--- src/rtl/ripple_count_monitor.sv ---
// Monitor for an asynchronous ripple counter: synchronise + filter the raw bus, check each
// accepted step, count wraps and expose a coherent req/ack snapshot.
// Optional build macro RIPPLE_MON_UP_COUNT_EN switches step/wrap checking to an up-counter.
module ripple_count_monitor #(
    parameter int WIDTH         = 4,
    parameter int WRAP_W        = 8,
    parameter int STABLE_CYCLES = 2
) (
    input  logic                    clk,
    input  logic                    reset,
    input  logic [WIDTH-1:0]        count_in,
    input  logic                    enable,
    input  logic                    err_clr,
    input  logic                    snap_req,
    input  logic                    snap_ack,
    output logic [WIDTH-1:0]        cur_count,
    output logic [WRAP_W-1:0]       wrap_cnt,
    output logic                    wrap_pulse,
    output logic                    wrap_ovf,
    output logic                    err,
    output logic                    snap_valid,
    output logic [WRAP_W+WIDTH-1:0] snap_data,
    output logic [1:0]              state
);
    typedef enum logic [1:0] {
        IDLE  = 2'd0,
        ARM   = 2'd1,
        TRACK = 2'd2,
        ERR   = 2'd3
    } state_t;

    localparam logic [3:0]        STAB_MAX = 4'(STABLE_CYCLES);
    localparam logic [WIDTH-1:0]  CNT_MAX  = {WIDTH{1'b1}};
    localparam logic [WIDTH-1:0]  CNT_ONE  = WIDTH'(1);
    localparam logic [WRAP_W-1:0] WRAP_MAX = {WRAP_W{1'b1}};
    localparam logic [WRAP_W-1:0] WRAP_ONE = WRAP_W'(1);

    function automatic logic is_wrap(input logic [WIDTH-1:0] prev, input logic [WIDTH-1:0] nxt);
`ifdef RIPPLE_MON_UP_COUNT_EN
        is_wrap = (prev == CNT_MAX) && (nxt == '0);
`else
        is_wrap = (prev == '0) && (nxt == CNT_MAX);
`endif
    endfunction

    function automatic logic is_step(input logic [WIDTH-1:0] prev, input logic [WIDTH-1:0] nxt);
`ifdef RIPPLE_MON_UP_COUNT_EN
        is_step = (nxt == (prev + CNT_ONE)) && !is_wrap(prev, nxt);
`else
        is_step = (nxt == (prev - CNT_ONE)) && !is_wrap(prev, nxt);
`endif
    endfunction

    state_t              state_r, state_nxt_s;
    logic [WIDTH-1:0]    sync1_r, sync2_r;
    logic [3:0]          stab_r;
    logic [WIDTH-1:0]    cur_count_r, cur_nxt_s;
    logic [WRAP_W-1:0]   wrap_cnt_r, wrap_cnt_nxt_s;
    logic                wrap_pulse_r, wrap_pulse_nxt_s;
    logic                wrap_ovf_r, wrap_ovf_nxt_s;
    logic                err_r, err_nxt_s;
    logic                snap_valid_r;
    logic [WRAP_W+WIDTH-1:0] snap_data_r;
    logic                reach_s, accept_s;

    // sync1 == sync2 means sync2 will not change at this edge, so stab_r counts unchanged cycles.
    assign reach_s  = (sync1_r == sync2_r) && (stab_r == (STAB_MAX - 4'd1));
    assign accept_s = reach_s && ((sync2_r != cur_count_r) || (state_r == ARM));

    // Two-flop synchroniser and stability counter.
    always_ff @(posedge clk or posedge reset) begin
        if (reset) begin
            sync1_r <= '0;
            sync2_r <= '0;
            stab_r  <= 4'd0;
        end else begin
            sync1_r <= count_in;
            sync2_r <= sync1_r;
            if (sync1_r != sync2_r) begin
                stab_r <= 4'd0;
            end else if (stab_r == STAB_MAX) begin
                stab_r <= STAB_MAX;
            end else begin
                stab_r <= stab_r + 4'd1;
            end
        end
    end

    // Next-state and tracking datapath.
    always_comb begin
        state_nxt_s      = state_r;
        cur_nxt_s        = cur_count_r;
        wrap_cnt_nxt_s   = wrap_cnt_r;
        wrap_ovf_nxt_s   = wrap_ovf_r;
        wrap_pulse_nxt_s = 1'b0;
        err_nxt_s        = err_r;
        if (!enable) begin
            state_nxt_s = IDLE;
        end else begin
            case (state_r)
                IDLE: state_nxt_s = ARM;
                ARM: begin
                    wrap_cnt_nxt_s = '0;
                    wrap_ovf_nxt_s = 1'b0;
                    if (accept_s) begin
                        cur_nxt_s   = sync2_r;
                        state_nxt_s = TRACK;
                    end else begin
                        state_nxt_s = ARM;
                    end
                end
                TRACK: begin
                    if (accept_s) begin
                        cur_nxt_s = sync2_r;
                        if (is_wrap(cur_count_r, sync2_r)) begin
                            wrap_pulse_nxt_s = 1'b1;
                            if (wrap_cnt_r == WRAP_MAX) begin
                                wrap_ovf_nxt_s = 1'b1;
                            end else begin
                                wrap_cnt_nxt_s = wrap_cnt_r + WRAP_ONE;
                            end
                        end else if (is_step(cur_count_r, sync2_r)) begin
                            state_nxt_s = TRACK;
                        end else begin
                            err_nxt_s   = 1'b1;
                            state_nxt_s = ERR;
                        end
                    end else begin
                        state_nxt_s = TRACK;
                    end
                end
                ERR: begin
                    if (accept_s) begin
                        cur_nxt_s = sync2_r;
                    end else begin
                        cur_nxt_s = cur_count_r;
                    end
                    if (err_clr) begin
                        err_nxt_s   = 1'b0;
                        state_nxt_s = ARM;
                    end else begin
                        state_nxt_s = ERR;
                    end
                end
                default: state_nxt_s = IDLE;
            endcase
        end
    end

    // FSM and tracking registers.
    always_ff @(posedge clk or posedge reset) begin
        if (reset) begin
            state_r      <= IDLE;
            cur_count_r  <= '0;
            wrap_cnt_r   <= '0;
            wrap_pulse_r <= 1'b0;
            wrap_ovf_r   <= 1'b0;
            err_r        <= 1'b0;
        end else begin
            state_r      <= state_nxt_s;
            cur_count_r  <= cur_nxt_s;
            wrap_cnt_r   <= wrap_cnt_nxt_s;
            wrap_pulse_r <= wrap_pulse_nxt_s;
            wrap_ovf_r   <= wrap_ovf_nxt_s;
            err_r        <= err_nxt_s;
        end
    end

    // Snapshot: captures pre-update values, holds until acknowledged.
    always_ff @(posedge clk or posedge reset) begin
        if (reset) begin
            snap_valid_r <= 1'b0;
            snap_data_r  <= '0;
        end else if (snap_valid_r) begin
            snap_valid_r <= !snap_ack;
        end else if (snap_req) begin
            snap_valid_r <= 1'b1;
            snap_data_r  <= {wrap_cnt_r, cur_count_r};
        end else begin
            snap_valid_r <= 1'b0;
        end
    end

    assign cur_count  = cur_count_r;
    assign wrap_cnt   = wrap_cnt_r;
    assign wrap_pulse = wrap_pulse_r;
    assign wrap_ovf   = wrap_ovf_r;
    assign err        = err_r;
    assign snap_valid = snap_valid_r;
    assign snap_data  = snap_data_r;
    assign state      = state_r;

endmodule

--- config.mk ---
export PLATFORM = sky130hd
export DESIGN_NAME = ripple_count_monitor
export DESIGN_NICKNAME = d
export VERILOG_FILES = /design/src/rtl/ripple_count_monitor.sv
export SDC_FILE = /design/constraint.sdc
export NUM_CORES = 1
export LEC_CHECK = 0
export CORE_MARGIN = 3
export CORE_UTILIZATION = 55
export DETAILED_ROUTE_END_ITERATION = 8
export DONT_BUFFER_PORTS = 1
export PLACE_DENSITY_LB_ADDON = 0.1
export SLEW_MARGIN = 20
export SYNTH_ARGS = -nofsm -noshare
export SYNTH_HDL_FRONTEND = slang
export SYNTH_SLANG_ARGS = --single-unit
--- constraint.sdc ---
create_clock -name clk -period 2.7 [get_ports clk]
set_input_delay 0.54 -clock clk [delete_from_list [all_inputs] [get_ports clk]]
set_output_delay 0.54 -clock clk [all_outputs]
set_load 0.03 [all_outputs]
==> results.py <==
metrics = {
    "run_status": {
        "run_status": "complete, no violations",
    },
    "power_and_ir_drop": {
        "pwr-share-clk": 0.338,
        "peakVddDrop_mv": 0.4817,
        "comb_power_share": 0.083,
        "power.density_nw_per_um2": 525.7,
        "switching_share": 0.2594,
        "p_seq_frac": 0.579,
        "internal_power_uw": 861.7,
        "p_leak_nw": 0.9887,
        "p_sw_uw": 301.8,
    },
    "setup_path": {
        "rrSetupSlack_ps": 390,
        "crit_fanout": 14,
        "rr_worst_depth": 5,
        "path_cells": "xor2_1 -> nor4_1 -> a2111o_1 -> or4_1 -> a21oi_1",
        "crit_buf_inv": 0,
        "cp-end-kind": "flop",
        "worstPathRequired_ps": 2920,
        "cpLargestDelayFamily": "compound AO/OA/AOI/OAI gates",
        "crit_type": "reg2reg",
        "cp_num_cells": 5,
        "crit_slowest_cell": "a2111o_1",
        "cp.arrival_ps": 2530,
        "cp-start-kind": "flop",
        "slowest_delay_ps": 600,
    },
    "clock_network": {
        "cts_resized": 0,
        "clock_latency_ps": 290,
        "clockBufferDepth": 2,
        "root_buffer": "clkbuf_8",
        "cts_setup_buffers": 0,
        "numClockSinks": 42,
        "clkSlewWorstSetupHoldPaths_ps": 80,
        "cts_tree": "done",
        "htree_levels": 2,
        "hold_buffers": 0,
        "cts_buffers": 5,
    },
    "floorplan": {
        "boundaryPins": 40,
        "dieArea_um2": 4420,
        "initial_core_util": 0.5845,
        "num_rows": 21,
        "die_w_um": 66.48,
        "die_h_um": 66.48,
        "coreArea_um2": 3442,
    },
    "run": {
        "maxCapViolCount": 0,
    },
    "global_route": {
        "grt_remaining_overflow": 0,
        "grt_util_all_layers": 0.2062,
        "grt_max_degree": 23,
        "grt_pass1_vias": 1498,
        "antenna_found_initial": 0,
        "grt_pass1_wl_mm": 6.837,
    },
    "sta": {
        "slew_headroom": 0.4469,
        "hold_viol": 0,
        "fin_hold_ws_ps": 265.2,
        "fmaxAchievable_mhz": 432.5,
        "fin_setup_tns_ps": 0,
        "tightest_slew_ps": 828.7,
        "rsz0062_at_grt": "no",
        "setup_ws_ps": 387.7,
        "finalSetupViolCount": 0,
        "finalMaxSlewViolations": 0,
        "period_needed_ps": 2312,
        "fin_worst_skew_ps": 8.290,
        "period_share": 0.8564,
    },
    "hold_path": {
        "holdPathStages": 0,
        "hold_path.class": "in2reg",
    },
    "placement": {
        "dpl_worst_slack_ps": 415.3,
        "port_buffers": 0,
        "place_congestion": 0.8801,
        "placed_area_um2": 2127,
        "place_hpwl_mm": 3.043,
    },
    "synthesis": {
        "synthTopCellsByCount": "dfrtp_1 (42), nor2_1 (14), mux2_2 (13), nand2_1 (13)",
        "synth_top_area_frac": 0.5224,
        "synthesis.area_um2": 2012,
        "avgSynthCellArea_um2": 10.76,
        "synth_edf_count": 0,
        "seq_area_frac_synth": 0.5224,
        "synth_top_area_cell": "dfrtp_1",
        "async_flop_share": 1.000,
        "synth.most_common_cell": "dfrtp_1",
        "synth_area_leaders": "dfrtp_1 (52%), mux2_2 (7.3%), ha_1 (3.1%), xor2_1 (3.0%), nor2_1 (2.6%)",
        "ys_ff_latch": 42,
        "postSynthCellCount": 187,
        "yosys_warnings": 0,
        "ys_dominant_reg_cell": "dfrtp_1",
        "syn-num-nets": 202,
        "yosysUniqueCellTypes": 40,
    },
    "cells_and_area": {
        "nFillCells": 275,
        "final_area_um2": 2213,
        "area_growth_pct": 10.01,
        "multi_input_area_um2": 893.4,
        "nets": 215,
        "drive_gt1_frac": 0.1692,
        "diodes": 0,
        "regArea_um2": 1051,
    },
    "route": {
        "vias": 1497,
        "drc_errors": 0,
        "drt_iter0_drc": 147,
        "wl_mm": 4.110,
        "routed_via_density": 6.061,
        "wire_per_inst_um": 16.64,
        "antenna_left": 0,
        "first_pass_iters": 4,
    },
}
[sequential cells by signal, summed over array words and instances, names as in the netlist]
register / flops
stab_r: 4
wrap_ovf: 1
state: 2
sync1_r: 4
wrap_cnt: 8
wrap_pulse: 1
cur_count: 4
err: 1
snap_data: 12
snap_valid: 1
sync2_r: 4
[final cells by class]
type | count | share of cell area
inverter | 10 | 0.01696
timing repair buffer | 10 | 0.03957
tap | 46 | 0.02600
clock buffer | 6 | 0.03279
clock inverter | 2 | 0.006218
sequential | 42 | 0.4748
multi-input combinational | 131 | 0.4036
[final timing paths]
kind                               from           end
min                         count_in[1]    sync1_r[1]
max                        cur_count[0]   wrap_cnt[4]
max reg2reg                cur_count[0]   wrap_cnt[4]
min reg2reg                  sync1_r[3]    sync2_r[3]
min in group asynchronous         reset  snap_data[6]
max in group asynchronous         reset     stab_r[0]
[power by group through the flow]
stage	logic, mW	clock network, mW	registers (mW)
6_report	0.0966	0.394	0.673
5_1_grt	0.110	0.426	0.675
4_1_cts	0.0975	0.404	0.673
3_5_place_dp	0.0972	0	0.686
3_3_place_gp	0.0936	0	0.685
2_1_floorplan	0.0687	0	0.687
[layout by cell type (no fill, tap or decap), types with 2 or more instances in the layout]
master,count
inv_1,10
nand2b_1,3
nand2_1,13
nand3_1,9
nor2_1,14
ha_1,5
buf_4,9
o21ai_0,8
nor3_1,6
mux2_2,13
o31ai_1,6
nand4_1,4
nor2b_1,2
xor2_1,7
xnor2_1,5
dfrtp_1,42
a21oi_1,10
or4_1,5
clkbuf_8,5
[layer usage]
layer  vias to the layer above  GRT usage  wire length [um]
met5                         -          0                 0
met4                         0    0.09137                36
met3                         6    0.06914               305
met2                        52     0.3494              2093
met1                       739     0.2346              1675
li1                        700          -                 -
[worst register-to-register path, stage by stage (launching register included)]
cell and delay, ps:
dfrtp_1 590, xor2_1 240, nor4_1 120, a2111o_1 600, or4_1 520, a21oi_1 160
[cell families (layout without fill, tap and decap cells)]
family                     Yosys count  in the layout  synth area share
buffers and inverters               14             28           0.03358
AOI/OAI and AO/OA                   35             35            0.1138
DFF                                 42             42            0.5224
adders and majority gates            5              5           0.03109
and+or+nand+nor                     66             66            0.1741
muxes                               13             13           0.07276
xor gates and xnor gates            12             12           0.05224
[per-stage QoR]
step	std cells	power [mW]	util
after detailed placement	239	0.7833	0.6180
final	247	1.163	0.6430
after CTS	247	1.175	0.6430
after floorplan	187	0.7561	-
after global routing	247	1.211	0.6430
after global placement	239	0.7786	0.6180
Power figures use the tool's default switching activity.
